==> src/rtl/mc_ctrl_pkg.sv <==
// Shared definitions for the multicycle MIPS control unit: FSM state type,
// opcode/funct constants, ALU operation codes and datapath mux encodings.
package mc_ctrl_pkg;

  typedef enum logic [3:0] {
    FETCH,
    DECODE,
    MEMADR,
    MEMRD,
    MEMWB,
    MEMWR,
    EXECUTE,
    ALUWB,
    BRANCH,
    ADDIEXEC,
    ADDIWB,
    JUMP
  } state_t;

  // instruction[31:26]
  localparam logic [5:0] OP_RTYPE = 6'b000000;
  localparam logic [5:0] OP_LW    = 6'b100011;
  localparam logic [5:0] OP_SW    = 6'b101011;
  localparam logic [5:0] OP_BEQ   = 6'b000100;
  localparam logic [5:0] OP_ADDI  = 6'b001000;
  localparam logic [5:0] OP_J     = 6'b000010;

  // instruction[5:0] for R-type
  localparam logic [5:0] FN_ADD = 6'b100000;
  localparam logic [5:0] FN_SUB = 6'b100010;
  localparam logic [5:0] FN_AND = 6'b100100;
  localparam logic [5:0] FN_OR  = 6'b100101;
  localparam logic [5:0] FN_SLT = 6'b101010;

  localparam logic [2:0] ALU_ADD = 3'b010;
  localparam logic [2:0] ALU_SUB = 3'b110;
  localparam logic [2:0] ALU_AND = 3'b000;
  localparam logic [2:0] ALU_OR  = 3'b001;
  localparam logic [2:0] ALU_SLT = 3'b111;

  localparam logic [1:0] ALUB_REG    = 2'b00;
  localparam logic [1:0] ALUB_FOUR   = 2'b01;
  localparam logic [1:0] ALUB_IMM    = 2'b10;
  localparam logic [1:0] ALUB_IMM_SH = 2'b11;

  localparam logic [1:0] PC_ALU    = 2'b00;
  localparam logic [1:0] PC_ALUOUT = 2'b01;
  localparam logic [1:0] PC_JUMP   = 2'b10;

endpackage

==> src/rtl/mc_controller_if.sv <==
// Memory port handshake between the control unit and memory.
//   mem_req   : access request, held until mem_ready
//   mem_write : write qualifier for mem_req
//   iord      : 0 = PC addresses memory, 1 = ALUOut addresses memory
//   mem_ready : memory accepted/completed the access this cycle
interface mc_controller_if;
  logic mem_req;
  logic mem_write;
  logic iord;
  logic mem_ready;

  modport master (output mem_req, output mem_write, output iord, input mem_ready);
  modport slave  (input mem_req, input mem_write, input iord, output mem_ready);
endinterface

==> src/rtl/mc_alu_decoder.sv <==
// R-type funct decoder.
//   funct       : instruction[5:0]
//   alu_control : ALU operation (add on unknown funct)
//   illegal     : funct is not a supported R-type operation
module mc_alu_decoder
  import mc_ctrl_pkg::*;
(
  input  logic [5:0] funct,
  output logic [2:0] alu_control,
  output logic       illegal
);

  always_comb begin
    alu_control = ALU_ADD;
    illegal     = 1'b0;
    case (funct)
      FN_ADD:  alu_control = ALU_ADD;
      FN_SUB:  alu_control = ALU_SUB;
      FN_AND:  alu_control = ALU_AND;
      FN_OR:   alu_control = ALU_OR;
      FN_SLT:  alu_control = ALU_SLT;
      default: illegal = 1'b1;
    endcase
  end

endmodule

==> src/rtl/mc_controller.sv <==
// Multicycle MIPS control unit: Moore FSM sequencing one instruction over
// 3-5 steps on a shared memory port and ALU, stalling on mem_ready.
// Ports: clk, reset (async, active-low), mem (memory handshake, master),
//   operation_code/funct/zero from the datapath, and all datapath selects
//   and strobes; illegal pulses on an unsupported opcode or funct.
// Optional: define MC_PERF_CNT_EN to add cycle_cnt / instret_cnt outputs.
module mc_controller
  import mc_ctrl_pkg::*;
#(
  parameter int unsigned CNT_W = 32
) (
  input  logic                 clk,
  input  logic                 reset,
  mc_controller_if.master      mem,
  input  logic [5:0]           operation_code,
  input  logic [5:0]           funct,
  input  logic                 zero,
  output logic                 ir_write,
  output logic                 pc_en,
  output logic [1:0]           pc_src,
  output logic                 alu_src_a,
  output logic [1:0]           alu_src_b,
  output logic [2:0]           alu_control,
  output logic                 reg_dst,
  output logic                 mem_to_reg,
  output logic                 reg_write,
`ifdef MC_PERF_CNT_EN
  output logic [CNT_W-1:0]     cycle_cnt,
  output logic [CNT_W-1:0]     instret_cnt,
`endif
  output logic                 illegal
);

  state_t     state_q, state_d;
  logic [2:0] fn_alu_control;
  logic       fn_illegal;

  mc_alu_decoder u_alu_decoder (
    .funct       (funct),
    .alu_control (fn_alu_control),
    .illegal     (fn_illegal)
  );

  always_ff @(posedge clk or negedge reset) begin
    if (!reset) state_q <= FETCH;
    else        state_q <= state_d;
  end

  always_comb begin
    state_d       = state_q;
    mem.mem_req   = 1'b0;
    mem.mem_write = 1'b0;
    mem.iord      = 1'b0;
    ir_write      = 1'b0;
    pc_en         = 1'b0;
    pc_src        = PC_ALU;
    alu_src_a     = 1'b0;
    alu_src_b     = ALUB_REG;
    alu_control   = '0;
    reg_dst       = 1'b0;
    mem_to_reg    = 1'b0;
    reg_write     = 1'b0;
    illegal       = 1'b0;

    case (state_q)
      FETCH: begin
        mem.mem_req = 1'b1;
        alu_src_b   = ALUB_FOUR;
        alu_control = ALU_ADD;
        if (mem.mem_ready) begin
          ir_write = 1'b1;
          pc_en    = 1'b1;
          state_d  = DECODE;
        end
      end
      DECODE: begin
        alu_src_b   = ALUB_IMM_SH;
        alu_control = ALU_ADD;
        case (operation_code)
          OP_LW, OP_SW: state_d = MEMADR;
          OP_RTYPE:     state_d = EXECUTE;
          OP_BEQ:       state_d = BRANCH;
          OP_ADDI:      state_d = ADDIEXEC;
          OP_J:         state_d = JUMP;
          default: begin
            illegal = 1'b1;
            state_d = FETCH;
          end
        endcase
      end
      MEMADR: begin
        alu_src_a   = 1'b1;
        alu_src_b   = ALUB_IMM;
        alu_control = ALU_ADD;
        state_d     = (operation_code == OP_LW) ? MEMRD : MEMWR;
      end
      MEMRD: begin
        mem.mem_req = 1'b1;
        mem.iord    = 1'b1;
        if (mem.mem_ready) state_d = MEMWB;
      end
      MEMWB: begin
        reg_write  = 1'b1;
        mem_to_reg = 1'b1;
        state_d    = FETCH;
      end
      MEMWR: begin
        mem.mem_req   = 1'b1;
        mem.mem_write = 1'b1;
        mem.iord      = 1'b1;
        if (mem.mem_ready) state_d = FETCH;
      end
      EXECUTE: begin
        alu_src_a   = 1'b1;
        alu_src_b   = ALUB_REG;
        alu_control = fn_alu_control;
        illegal     = fn_illegal;
        state_d     = fn_illegal ? FETCH : ALUWB;
      end
      ALUWB: begin
        reg_write = 1'b1;
        reg_dst   = 1'b1;
        state_d   = FETCH;
      end
      BRANCH: begin
        alu_src_a   = 1'b1;
        alu_src_b   = ALUB_REG;
        alu_control = ALU_SUB;
        pc_src      = PC_ALUOUT;
        pc_en       = zero;
        state_d     = FETCH;
      end
      ADDIEXEC: begin
        alu_src_a   = 1'b1;
        alu_src_b   = ALUB_IMM;
        alu_control = ALU_ADD;
        state_d     = ADDIWB;
      end
      ADDIWB: begin
        reg_write = 1'b1;
        state_d   = FETCH;
      end
      JUMP: begin
        pc_src  = PC_JUMP;
        pc_en   = 1'b1;
        state_d = FETCH;
      end
      default: state_d = FETCH;
    endcase

    // State already sits at FETCH during reset, but nothing may be driven
    // until reset is released, so every output is forced low here.
    if (!reset) begin
      mem.mem_req   = 1'b0;
      mem.mem_write = 1'b0;
      mem.iord      = 1'b0;
      ir_write      = 1'b0;
      pc_en         = 1'b0;
      pc_src        = '0;
      alu_src_a     = 1'b0;
      alu_src_b     = '0;
      alu_control   = '0;
      reg_dst       = 1'b0;
      mem_to_reg    = 1'b0;
      reg_write     = 1'b0;
      illegal       = 1'b0;
    end
  end

`ifdef MC_PERF_CNT_EN
  logic [CNT_W-1:0] cycle_cnt_q, cycle_cnt_d;
  logic [CNT_W-1:0] instret_cnt_q, instret_cnt_d;
  logic             retire;

  // Only completion states retire; illegal paths reach FETCH from
  // DECODE/EXECUTE and are excluded by construction.
  always_comb begin
    retire        = (state_d == FETCH) &&
                    (state_q inside {MEMWB, MEMWR, ALUWB, BRANCH, ADDIWB, JUMP});
    cycle_cnt_d   = cycle_cnt_q + CNT_W'(1);
    instret_cnt_d = retire ? instret_cnt_q + CNT_W'(1) : instret_cnt_q;
  end

  always_ff @(posedge clk or negedge reset) begin
    if (!reset) begin
      cycle_cnt_q   <= '0;
      instret_cnt_q <= '0;
    end else begin
      cycle_cnt_q   <= cycle_cnt_d;
      instret_cnt_q <= instret_cnt_d;
    end
  end

  assign cycle_cnt   = cycle_cnt_q;
  assign instret_cnt = instret_cnt_q;
`endif

endmodule

==> src/flat_wrapper.sv <==
// flat-port wrapper written by rule: the top's interface ports become plain ports
module mc_controller_flat import mc_ctrl_pkg::*;
#(
  parameter int unsigned CNT_W = 32
)
  (clk, reset, operation_code, funct, zero, ir_write, pc_en, pc_src, alu_src_a, alu_src_b, alu_control, reg_dst, mem_to_reg, reg_write, illegal, mem_mem_req, mem_mem_write, mem_iord, mem_mem_ready);
  mc_controller_if mem_i ();
  input  logic clk;
  input  logic reset;
  input  logic [5:0] operation_code;
  input  logic [5:0] funct;
  input  logic zero;
  output logic ir_write;
  output logic pc_en;
  output logic [1:0] pc_src;
  output logic alu_src_a;
  output logic [1:0] alu_src_b;
  output logic [2:0] alu_control;
  output logic reg_dst;
  output logic mem_to_reg;
  output logic reg_write;
  output logic illegal;
  output wire logic [$bits(mem_i.mem_req)-1:0] mem_mem_req;
  output wire logic [$bits(mem_i.mem_write)-1:0] mem_mem_write;
  output wire logic [$bits(mem_i.iord)-1:0] mem_iord;
  input wire logic [$bits(mem_i.mem_ready)-1:0] mem_mem_ready;
  assign mem_mem_req = mem_i.mem_req;
  assign mem_mem_write = mem_i.mem_write;
  assign mem_iord = mem_i.iord;
  assign mem_i.mem_ready = mem_mem_ready;
  mc_controller #(.CNT_W(CNT_W)) u_core (.clk(clk), .reset(reset), .mem(mem_i), .operation_code(operation_code), .funct(funct), .zero(zero), .ir_write(ir_write), .pc_en(pc_en), .pc_src(pc_src), .alu_src_a(alu_src_a), .alu_src_b(alu_src_b), .alu_control(alu_control), .reg_dst(reg_dst), .mem_to_reg(mem_to_reg), .reg_write(reg_write), .illegal(illegal));
endmodule
==> config.mk <==
export PLATFORM = sky130hd
export DESIGN_NAME = mc_controller_flat
export DESIGN_NICKNAME = d
export VERILOG_FILES = /design/src/rtl/mc_ctrl_pkg.sv /design/src/rtl/mc_controller_if.sv /design/src/rtl/mc_alu_decoder.sv /design/src/rtl/mc_controller.sv /design/src/flat_wrapper.sv
export SDC_FILE = /design/constraint.sdc
export NUM_CORES = 1
export LEC_CHECK = 0
export ABC_AREA = 1
export BUFFER_PORTS_ARGS = -buffer_cell sky130_fd_sc_hd__buf_2
export CORE_MARGIN = 4
export CORE_UTILIZATION = 45
export DETAILED_ROUTE_END_ITERATION = 16
export MAX_ROUTING_LAYER = met4
export PLACE_DENSITY = 0.89
export SLEW_MARGIN = 20
export SYNTH_ARGS = -nofsm -noshare
export SYNTH_HDL_FRONTEND = slang
export SYNTH_SLANG_ARGS = --single-unit
==> constraint.sdc <==
create_clock -name clk -period 1.6 [get_ports clk]
set_clock_uncertainty 0.05 [all_clocks]
set_input_delay 0.08 -clock clk [delete_from_list [all_inputs] [get_ports clk]]
set_output_delay 0.08 -clock clk [all_outputs]
set_load 0.005 [all_outputs]
## Yosys cells after proc, flatten, opt, wreduce, memory -nomap -nowiden

Cells that the tools add are included.

- Register bits: 4
- Bits in latches: 0
- RAM bits: 0
- Memory bits (read-only): 0
- Input bits: 16
- Output and inout port bits: 17
- Word-level logic and storage cells: 74
- Memories kept: 0

- $add $sub $neg: 0
- $mul: 0
- Div/mod/pow operators: 0
- Order comparisons: 0
- Equality and inequality tests: 24
- Shift operators: 0
- Mux-type cells: 37
- Bitwise logic cells: 0
- Reductions and logical operators: 12

Operator list:

| kind | number |
|---|---|
| $eq 6x6->1 const B | 7 |
| $pmux 4 s7 | 1 |
| $mux 1 | 21 |
| $pmux 4 s5 | 1 |
| $eq 4x3->1 const B | 4 |
| $eq 4x4->1 const B | 4 |
| $mux 4 | 3 |
| $pmux 3 s4 | 1 |
| $mux 3 | 3 |
| $pmux 3 s3 | 1 |
| $eq 4x2->1 const B | 2 |
| $reduce_or 4->1 | 2 |
| $eq 6x2->1 const B | 1 |
| $eq 6x3->1 const B | 1 |
| $eq 6x4->1 const B | 1 |
| $logic_not 6->1 | 1 |
| $ne 2x2->1 const B | 3 |
| $pmux 2 s3 | 1 |
| $reduce_or 2->1 | 3 |
| $reduce_or 3->1 | 2 |
| $reduce_or 6->1 | 1 |
| $reduce_or 5->1 | 1 |
| $eq 4x1->1 const B | 1 |
| $logic_not 4->1 | 1 |
| 5 further kinds | 6 |

## Longest topological paths before layout

- Word-level depth: 5
- Depth in mapped cells: 10
- Mapped depth without buffers: 10

## By module

From an unflattened synthesis, not the netlist that was laid out.

- Cells, all modules: 141
- Area, all modules: 696.9 um2

By module, submodules not included:

| module | instances | cells each | area each (um2) | seq. area each (um2) |
|---|---|---|---|---|
| mc_controller | 1 | 117 | 588.1 | 100.1 |
| mc_alu_decoder | 1 | 24 | 108.9 | 0.0 |

## Least setup slack after synthesis

OpenSTA, ideal clock, no wires.

- Path kind: register to register
- Start point: reg u_core.state_q[2]
- End point: reg u_core.state_q[0]
- Library setup time: 0.116 ns
- Arrival: 1.041 ns
- Required time: 1.434 ns
- Setup slack: 0.393 ns
- Stages on the path, launching flop included: 9
- Path buffers: 0
- Clock period less this slack: 1.207 ns
- Cells stage by stage: dfrtp_1 > nor2_4 > inv_2 > nor2_4 > nor2_4 > nor2_4 > inv_2 > nand2_1 > nand2_1

- Cells in the longest elaborated chain, start to end: 3
- Elaborated cells between the ends (all ways): 12
- Those cells by class: 9 x eq/ne; 1 x mux; 2 x reduce/logical

RTL lines:

| element | line | text |
|---|---|---|
| start: declaration | mc_controller.sv:34 | `state_t state_q, state_d;` |
| start signal: assignment | mc_controller.sv:46 | `else state_q <= state_d;` |
| $eq 4x3->1 (tied with other cells) | mc_controller.sv:65 | `case (state_q)` |
| $ne 2x2->1 (no line) | -- |  |
| $reduce_and 3->1 (no line) | -- |  |

Parallel ways exist; a longest one is shown, timed or not.
A chain may end at the register's enable or synchronous reset.

## Final worst setup path

- Start point: reg u_core.state_q[0]
- End point: out alu_control[0]

- Cells in the longest elaborated chain, start to end: 4
- Elaborated cells between the ends (all ways): 9
- Those cells by class: 5 x eq/ne; 2 x mux; 2 x reduce/logical

RTL lines:

| element | line | text |
|---|---|---|
| $eq 4x2->1 (tied with other cells) | mc_controller.sv:65 |  |
| $reduce_or 4->1 (no line) | -- |  |
| $pmux 3 s3 (*) | mc_controller.sv:65 |  |
| $mux 3 (*) | mc_controller.sv:153 | `if (!reset) begin` |
| end: declaration | flat_wrapper.sv:18 | `output logic [2:0] alu_control;` |

Every way passes the cells marked *; elsewhere a longest branch is shown, timed or not.

==> metrics <==
outcome=completed; Post-Syn Instances=130; Post-Syn Area=689 µm²; RSZ-0062 raised after global routing=yes; antenna viol nets, final=0; initial antenna violation count=0; H-tree Lvls=1; input/output buffers=32; share of cells above drive strength 1=0.388; Clock Tree Root=clkbuf_4; Starting Density=0.505; Vias/cell=5.11; synthesized flop and latch total=4; pin count of the biggest net entering global routing=17; dpl ws=0.252 ns; vias in the first global route=732; Fin. Hold Viols=0; initial DRC count=38; IO Count=33; Die Wd=47.1 µm; max FFs per register=4; die area=0.00222 mm²; area growth from synthesis to layout=38.8%; diode count=0; Worst Hold Class=input port to flop; CTS tree=yes; total grt overflow=0; WP data arrival=1.44 ns; Adder-Cell Fraction of Synth Area=0; Tmin final=1.57 ns; Synth cell types=22; clock transition at the registers of the reported paths=0.03 ns; core region area=0.00137 mm²; startpoint types=flop; Final setup viols=0; Placer Congestion=0.881; Clock Path Buffers=2; leak pwr=0.570 nW; FP Rows=13; simple-gate share of the synthesized area=0.628; Setup TNS=0 ns; Worst Tran Pin Value=0.443 ns; power per cell area=1080 mW/mm²; WHS=0.115 ns; Biggest register=u_core.state_q; Clock Sinks=4; largest family of logic cells by synthesized area=simple AND/OR/NAND/NOR gates; Overall Global Routing Usage=0.179; compound-gate portion of the synthesized area=0.0926; Slew headroom=0.704; average size of a mapped cell=5.30 µm²; Crit. End Element=output pin; via count=945; chip height=47.1 µm; Post-Syn Nets=146; total of max-cap violations=0; drc violations=0; drt total wl=2060 µm; Nets=188; Initial DRT Pass Iterations=4; biggest regs=u_core.state_q: 4 flops; yosys synthesis warning count=0; Worst R2R Setup Slack=0.29 ns; Wirelength per Cell=11.2 µm; XOR/XNOR share of the synthesized area=0; worst vdd ir=813 µV; final worst slack=0.0265 ns; CTS Buf Count=3; multiplexer share of the synthesized area=0; fmax=0.636 GHz; first-pass GRT wire length=2790 µm; Crit Path Max Fanout=5; DP HPWL=1580 µm; post-synthesis sequential area ratio=0.145; Final period util=0.983; Crit path required time=1.47 ns; Crit Path Category=flop to output pin; latest clock arrival within the worst-skew pair=0.23 ns; Final Max Tran Viols=0
where the power goes:
group          internal (mW)  leakage [nW]  total, mW  switching [mW]
logic                  0.301         0.508      0.736           0.434
clock network         0.0834        0.0138      0.118          0.0343
registers              0.133        0.0490      0.180          0.0465
total                  0.518         0.570       1.03           0.515
layout make-up:
type	instances	area, µm²
sequential	4	104
inverter	23	88.8
multi-input combinational	102	515
timing repair buffer	38	208
clock buffer	3	22.5
tap	15	18.8
fill	123	409
Yosys cell counts:
master    instances  area share
inv_4             1      0.0091
a31oi_1           2       0.018
nand4_1           1      0.0091
dfrtp_1           4        0.15
clkbuf_1          1      0.0054
o21ai_0           1      0.0073
a21oi_1           8       0.058
nor2_1           28        0.15
nand3_1          11       0.080
nand2_1          32        0.17
nor2_4            5       0.082
and2_1            1      0.0091
or2_1             1      0.0091
nor3_1            2       0.015
inv_1            15       0.082
clkinv_1          1      0.0054
inv_2             6       0.033
o22ai_1           1      0.0091
nand2_2           4       0.036
nand3b_1          1       0.011
nand2_4           2       0.033
nor2_2            2       0.018
worst max-delay path, cell delays in order, from the launching register on:
cell and delay [ns]:
dfrtp_2 0.43, inv_2 0.11, nand2_4 0.07, nor2_4 0.16, nand3_1 0.11, o22ai_1 0.11, and2_1 0.13, buf_2 0.10
cells by family after synthesis:
family / Yosys count
AO/OA/AOI/OAI: 12
buffers and inverters: 24
flip-flops: 4
AND/OR/NAND/NOR: 90
cell usage in the layout, fill, tap and decap left out:
master | Yosys | final
o21ai_0 | 1 | 1
nand3_1 | 11 | 11
or2_1 | 1 | 1
buf_4 | 0 | 5
clkinv_1 | 1 | 1
nor2_1 | 28 | 27
nand2_2 | 4 | 4
nor2_2 | 2 | 2
a21oi_1 | 8 | 7
dlygate4sd3_1 | 0 | 1
a31oi_1 | 2 | 2
nand2_4 | 2 | 3
nor3_1 | 2 | 2
inv_1 | 15 | 15
and2_1 | 1 | 1
dfrtp_1 | 4 | 1
inv_2 | 6 | 6
dfrtp_2 | 0 | 3
nand2_1 | 32 | 31
clkbuf_4 | 0 | 3
inv_4 | 1 | 1
nand3b_1 | 1 | 1
o22ai_1 | 1 | 1
nor2_4 | 5 | 6
buf_2 | 0 | 32
a21oi_2 | 0 | 1
nand4_1 | 1 | 1
repair_timing:
action                     in CTS  in global routing
setup endpoints to repair       1                  9
setup buffers                   0                  5
pin swaps                       0                  3
hold buffers                    1                  0
gates resized for setup         1                  7
hold endpoints to repair        4                  0
routing by layer:
layer | vias to the layer above | track usage | wire length [µm]
met2 | 41 | 0.309 | 1070
met3 | 2 | 0.0307 | 167
li1 | 484 | - | -
met4 | 0 | 0.0773 | 15
met1 | 418 | 0.200 | 813
met5 | - | - | 0
stage by stage:
step | util | instance area [µm²] | power [mW] | std cells
after global placement | 0.633 | 865 | 0.769 | 176
after global routing | 0.701 | 957 | 1.11 | 185
after CTS | 0.658 | 898 | 0.916 | 180
after floorplan | - | 689 | 0.622 | 130
after detailed placement | 0.633 | 865 | 0.783 | 176
final | 0.701 | 957 | 1.03 | 185
worst paths after layout:
kind	to	depth (start not counted)	startpoint
max reg2reg	u_core.state_q[0]	9	u_core.state_q[3]
min	u_core.state_q[0]	4	mem_mem_ready
max in group asynchronous	u_core.state_q[0]	2	reset
min reg2reg	u_core.state_q[0]	2	u_core.state_q[0]
min in group asynchronous	u_core.state_q[3]	2	reset
max	alu_control[0]	7	u_core.state_q[0]
(Power assumes the default switching activity.)
